**src/rtl/reg_mod_bank.sv**
```systemverilog
// Tap/delay register bank for the trapezoidal filter datapath.
// Optional clock enable port ce is built in when REG_MOD_CE_EN is defined.
module reg_mod_bank #(
    parameter int ADC_W = 14,
    parameter int ACC_W = 24
) (
    input  logic             clk,
    input  logic             reset,
`ifdef REG_MOD_CE_EN
    input  logic             ce,
`endif
    input  logic [ADC_W-1:0] data,
    input  logic [ACC_W-1:0] s_in,
    input  logic [ACC_W-1:0] p_in,
    output logic [ADC_W-1:0] x0,
    output logic [ADC_W-1:0] x1,
    output logic [ADC_W-1:0] x2,
    output logic [ADC_W-1:0] x3,
    output logic [ADC_W-1:0] x4,
    output logic [ADC_W-1:0] x5,
    output logic [ADC_W-1:0] x6,
    output logic [ADC_W-1:0] x7,
    output logic [ADC_W-1:0] x8,
    output logic [ADC_W-1:0] x9,
    output logic [ADC_W-1:0] x10,
    output logic [ACC_W-1:0] s0,
    output logic [ACC_W-1:0] s1,
    output logic [ACC_W-1:0] p0,
    output logic [ACC_W-1:0] p1
);

    localparam int TAPS = 10;

    logic [ADC_W-1:0] r_q [1:TAPS];
    logic [ADC_W-1:0] r_d [1:TAPS];
    logic [ACC_W-1:0] rs_q, rs_d;
    logic [ACC_W-1:0] rp_q, rp_d;
    logic             upd;

`ifdef REG_MOD_CE_EN
    assign upd = ce;
`else
    assign upd = 1'b1;
`endif

    // Next state: shift the sample line and capture feedback inputs, or hold.
    always_comb begin
        r_d  = r_q;
        rs_d = rs_q;
        rp_d = rp_q;
        if (upd) begin
            r_d[1] = data;
            for (int k = 2; k <= TAPS; k++) begin
                r_d[k] = r_q[k-1];
            end
            rs_d = s_in;
            rp_d = p_in;
        end
    end

    // State registers; reset clears all history at once.
    always_ff @(posedge clk or negedge reset) begin
        if (!reset) begin
            for (int k = 1; k <= TAPS; k++) begin
                r_q[k] <= '0;
            end
            rs_q <= '0;
            rp_q <= '0;
        end else begin
            r_q  <= r_d;
            rs_q <= rs_d;
            rp_q <= rp_d;
        end
    end

    assign x0  = data;
    assign x1  = r_q[1];
    assign x2  = r_q[2];
    assign x3  = r_q[3];
    assign x4  = r_q[4];
    assign x5  = r_q[5];
    assign x6  = r_q[6];
    assign x7  = r_q[7];
    assign x8  = r_q[8];
    assign x9  = r_q[9];
    assign x10 = r_q[10];

    assign s0 = s_in;
    assign s1 = rs_q;
    assign p0 = p_in;
    assign p1 = rp_q;

endmodule

```
**config.mk**
```make
export PLATFORM = sky130hd
export DESIGN_NAME = reg_mod_bank
export DESIGN_NICKNAME = d
export VERILOG_FILES = /design/src/rtl/reg_mod_bank.sv
export SDC_FILE = /design/constraint.sdc
export NUM_CORES = 1
export LEC_CHECK = 0
export ABC_AREA = 1
export CORE_AREA = 2 2 122 124
export CTS_CLUSTER_DIAMETER = 100
export DETAILED_ROUTE_END_ITERATION = 7
export DIE_AREA = 0 0 124 126
export HOLD_SLACK_MARGIN = 0.15
export PLACE_DENSITY = 0.77
export SYNTH_ARGS = -nofsm -noshare
export SYNTH_HDL_FRONTEND = slang
export SYNTH_SLANG_ARGS = --single-unit
```
**constraint.sdc**
```tcl
create_clock -name clk -period 0.85 [get_ports clk]
set_clock_uncertainty 0.2 [all_clocks]
set_input_delay 0.1275 -clock clk [delete_from_list [all_inputs] [get_ports clk]]
set_output_delay 0.1275 -clock clk [all_outputs]
set_load 0.005 [all_outputs]
```
# Word-level counts from Yosys, hierarchy flattened
# Index checks and enable logic that the tools add are counted.
[totals]
output_inout_bits = 250
ram_bits = 0
memories = 0
ff_bits = 188
rom_bits = 0
latchBits = 0
word_cells = 12
[classes]
div = 0
shift = 0
mux = 0
reduce_logical = 0
n_bitwise = 0
add_sub_neg = 0
order_cmp = 0
eq_ne = 0
n_mul = 0

# Logic depth before layout (Yosys ltp)
[depth]
word_depth = 0
depth_mapped = 1
mapped_depth_nobuf = 0

# Least setup slack after synthesis
# OpenSTA, ideal clock, no wires.
[synth_timing]
path_kind = "register -> register"
start = "register r_q (netlist bit x9[0])"
end = "register r_q (netlist bit x10[0])"
setup_time_ns = 0.131
n_path_buf = 0
required_time_ns = 0.519
period_less_slack_ns = 0.691
t_arrival_ns = 0.360
path_slack_ns = 0.159
stages_incl_launch_ff = 1
cell_sequence = "dfrtp_1"
[synth_rtl]
columns = ["item", "line", "rtl"]
rows = [
  ["start: declaration", "34", "logic [ADC_W-1:0] r_q [1:TAPS];"],
  ["start signal: assignment", "70", "r_q <= r_d;"],
]
# No word-level cell between the ends.

# Final worst setup path
[layout_timing]
start = "register r_q (netlist bit x1[1])"
end = "output port x1[1]"
[layout_rtl]
columns = ["item", "line", "rtl"]
rows = [
  ["end: declaration", "16", "output logic [ADC_W-1:0] x1,"],
]
# No word-level cell between the ends.

==> results.sh <==
export IMPL_status="complete, but fails checks"
export IMPL_violations="negative hold slack, negative setup slack"
export IMPL_synth_compound_area_share_pct=0
export IMPL_power_density_mw_per_mm2=2148
export IMPL_intPower_mw=14.18
export IMPL_htree_levels=4
export IMPL_combPwrFrac_pct=9.2
export IMPL_yosys_area_share_simple_pct=0
export IMPL_synth_xor_area_share_pct=0
export IMPL_setup_viol=201
export IMPL_synth_cells=250
export IMPL_viasPerCell=4.009
export IMPL_power_mw=18.40
export IMPL_vias=3424
export IMPL_hold_buffers=47
export IMPL_clockBufferDepth=2
export IMPL_multi_input_area_sq_um=0
export IMPL_grt_pass1_vias=3640
export IMPL_pwr_share_seq_pct=52.1
export IMPL_finalSetupTns_ns=-76.00
export IMPL_diodes=0
export IMPL_post_drt_wl_per_cell_microns=15.20
export IMPL_syn_avg_cell_area_sq_um=20.68
export IMPL_setup_ws_ns=-0.4426
export IMPL_switching_power_mw=4.226
export IMPL_initial_core_util_pct=36.12
export IMPL_grt_pass1_wl_mm=19.00
export IMPL_cpPeakStageDelay_ns=0.40
export IMPL_coreArea_sq_mm=0.01431
export IMPL_synth_cell_type_count=2
export IMPL_min_path_type="input port to async pin"
export IMPL_syn_area_sq_mm=0.005170
export IMPL_synth_top_area_share_pct=91.00
export IMPL_power_leakage_nw=4.427
export IMPL_synth_top_family_by_area="buffers and inverters"
export IMPL_drv_slew=0
export IMPL_ioPinCount=314
export IMPL_cp_data_arrival_time_ns=0.97
export IMPL_totalWireLength_mm=12.98
export IMPL_clockPowerShare_pct=38.7
export IMPL_grt_util_met1_pct=17.02
export IMPL_chipWidth_microns=124
export IMPL_grt_use_total_pct=16.74
export IMPL_yosysWarningCount=0
export IMPL_fp_dieArea_sq_mm=0.01562
export IMPL_placed_cell_area_sq_mm=0.008472
export IMPL_path_max_fanout=2
export IMPL_required_ns=0.52
export IMPL_critPathLaunchType="flop"
export IMPL_syn2layout_area_growth_pct=65.68
export IMPL_antenna_left=0
export IMPL_cpLargestDelayFamily="flip-flops"
export IMPL_antenna_found_initial=0
export IMPL_crit_chain="buf_2"
export IMPL_cts_root_buffer="clkbuf_16"
export IMPL_synthAdderAreaFrac_pct=0
export IMPL_grt_overflow_total=0
export IMPL_cts_clk_slew_worst_paths_ns=0.07
export IMPL_slowest_stage="dfrtp_1"
export IMPL_fin_nets=721
export IMPL_cp_num_buf_inv=1
export IMPL_drc_errors=0
export IMPL_peakVddDrop_mv=1.161
export IMPL_swShare_pct=22.97
export IMPL_final_hold_violation_count=203
export IMPL_placementRows=44
export IMPL_clk_insertion_delay_late_ns=0.42
export IMPL_port_buffers=313
export IMPL_yosysTopAreaCell="dfrtp_1"
export IMPL_final_area_sq_mm=0.008566
export IMPL_cts_sinks=188
export IMPL_rsz0062_at_grt="true"
export IMPL_synth_ff_latch_count=188
export IMPL_yosysSeqAreaShare_pct=91.00
export IMPL_nFillCells=1152
export IMPL_synth_nets=314
export IMPL_first_pass_iters=4
export IMPL_cap_violations=0
export IMPL_fmax_ghz=0.7736
export IMPL_cts_tree="yes"
export IMPL_nMultiInputCombCells=0
export IMPL_die_h_microns=126
export IMPL_cp_end_kind="primary output"
export IMPL_synth_area_leaders="dfrtp_1 91%, buf_4 9.0%"
export IMPL_gr_usage_met2_pct=29.54
export IMPL_period_share_pct=152.1
export IMPL_drive_above_1_share_pct=55.52
export IMPL_crit_type="flop to primary output"
export IMPL_dp_slack_ns=-0.6639
export IMPL_cts_buffers=17
export IMPL_synth_mux_area_share_pct=0
export IMPL_dpl_cell_count=735
export IMPL_relSlewSlack_pct=84.47
export IMPL_gr_usage_met3_pct=6.159
export IMPL_final_cells=854
export IMPL_top_usage_layer="met2"
export IMPL_fin_util_pct=59.84
export IMPL_dpl_hpwl_mm=9.383
export IMPL_drt_initial_drc_count=103
export IMPL_worstMarginPinSlew_ns=0.2330
export IMPL_holdWs_ns=-0.6209
export IMPL_grt_max_degree=37
export IMPL_period_needed_ns=1.293
export IMPL_place_congestion=0.7761
cells in the mapped netlist (all sizes together):
library cell    n
buf            62
dfrtp         188
worst paths after layout:
path / startpoint / end / slack [ns] / cells past startpoint
setup reg to reg: x4[2]$_DFF_PN0_ / x5[2]$_DFF_PN0_ / -0.09 / 2
max in group asynchronous: reset / p1[7]$_DFF_PN0_ / 0.60 / 2
hold / removal: reset / x10[0]$_DFF_PN0_ / -0.62 / 1
setup / recovery: x1[1]$_DFF_PN0_ / x1[1] / -0.44 / 1
min in group clk: s_in[13] / s1[13]$_DFF_PN0_ / -0.18 / 2
hold reg to reg: x3[2]$_DFF_PN0_ / x4[2]$_DFF_PN0_ / 0.17 / 0
what timing repair did:
| action | 4_1_cts | 5_1_grt |
|---|---|---|
| endpoints found under the setup margin | 250 | 206 |
| buffers inserted | 40 | 15 |
| endpoints found under the hold margin | 250 | 203 |
| resized for setup | 1058 | 28 |
routing by layer:
metal  routed length [microns]  vias up  part of all wire [%]
met3                      1284       27                   9.9
met5                         0        -                     0
met2                      6984      209                    54
met1                      4321     1648                    33
met4                       389        0                   3.0
li1                          -     1540                     -
logic make-up (layout without fill, tap and decap cells):
| group | Yosys count | in the layout |
|---|---|---|
| buffers and inverters | 62 | 482 |
| flip-flops | 188 | 188 |
placed cells by master, fill, tap and decap left out:
cell,count
buf_12,2
clkbuf_8,1
buf_4,67
clkbuf_16,17
dfrtp_1,188
clkinv_4,3
clkinv_2,2
clkbuf_1,1
inv_6,3
inv_8,1
clkdlybuf4s15_1,6
buf_6,25
buf_2,246
dlygate4sd2_1,56
dlygate4sd3_1,47
clkinvlp_4,5
registers in the layout (all words and copies together) (netlist names):
signal and flops:
x9 14, x4 14, x3 14, x8 14
p1 24, x10 14, x6 14, s1 24
x7 14, x2 14, x1 14, x5 14
power groups by stage:
stage / clock network, mW / logic [mW] / registers [mW]
after floorplan: 0 / 0.236 / 9.80
after global placement: 0 / 2.04 / 9.75
after detailed placement: 0 / 2.07 / 9.78
after CTS: 7.34 / 1.69 / 9.58
after global routing: 7.80 / 1.86 / 9.63
final: 7.11 / 1.70 / 9.59
layout make-up:
class / count / area (sq um) / share of cell area (%)
timing repair buffer: 450 / 3090 / 36.08
tap: 184 / 230.2 / 2.688
clock inverter: 14 / 111.4 / 1.300
sequential: 188 / 4705 / 54.92
clock buffer: 18 / 429.2 / 5.010
(Power assumes the default switching activity.)
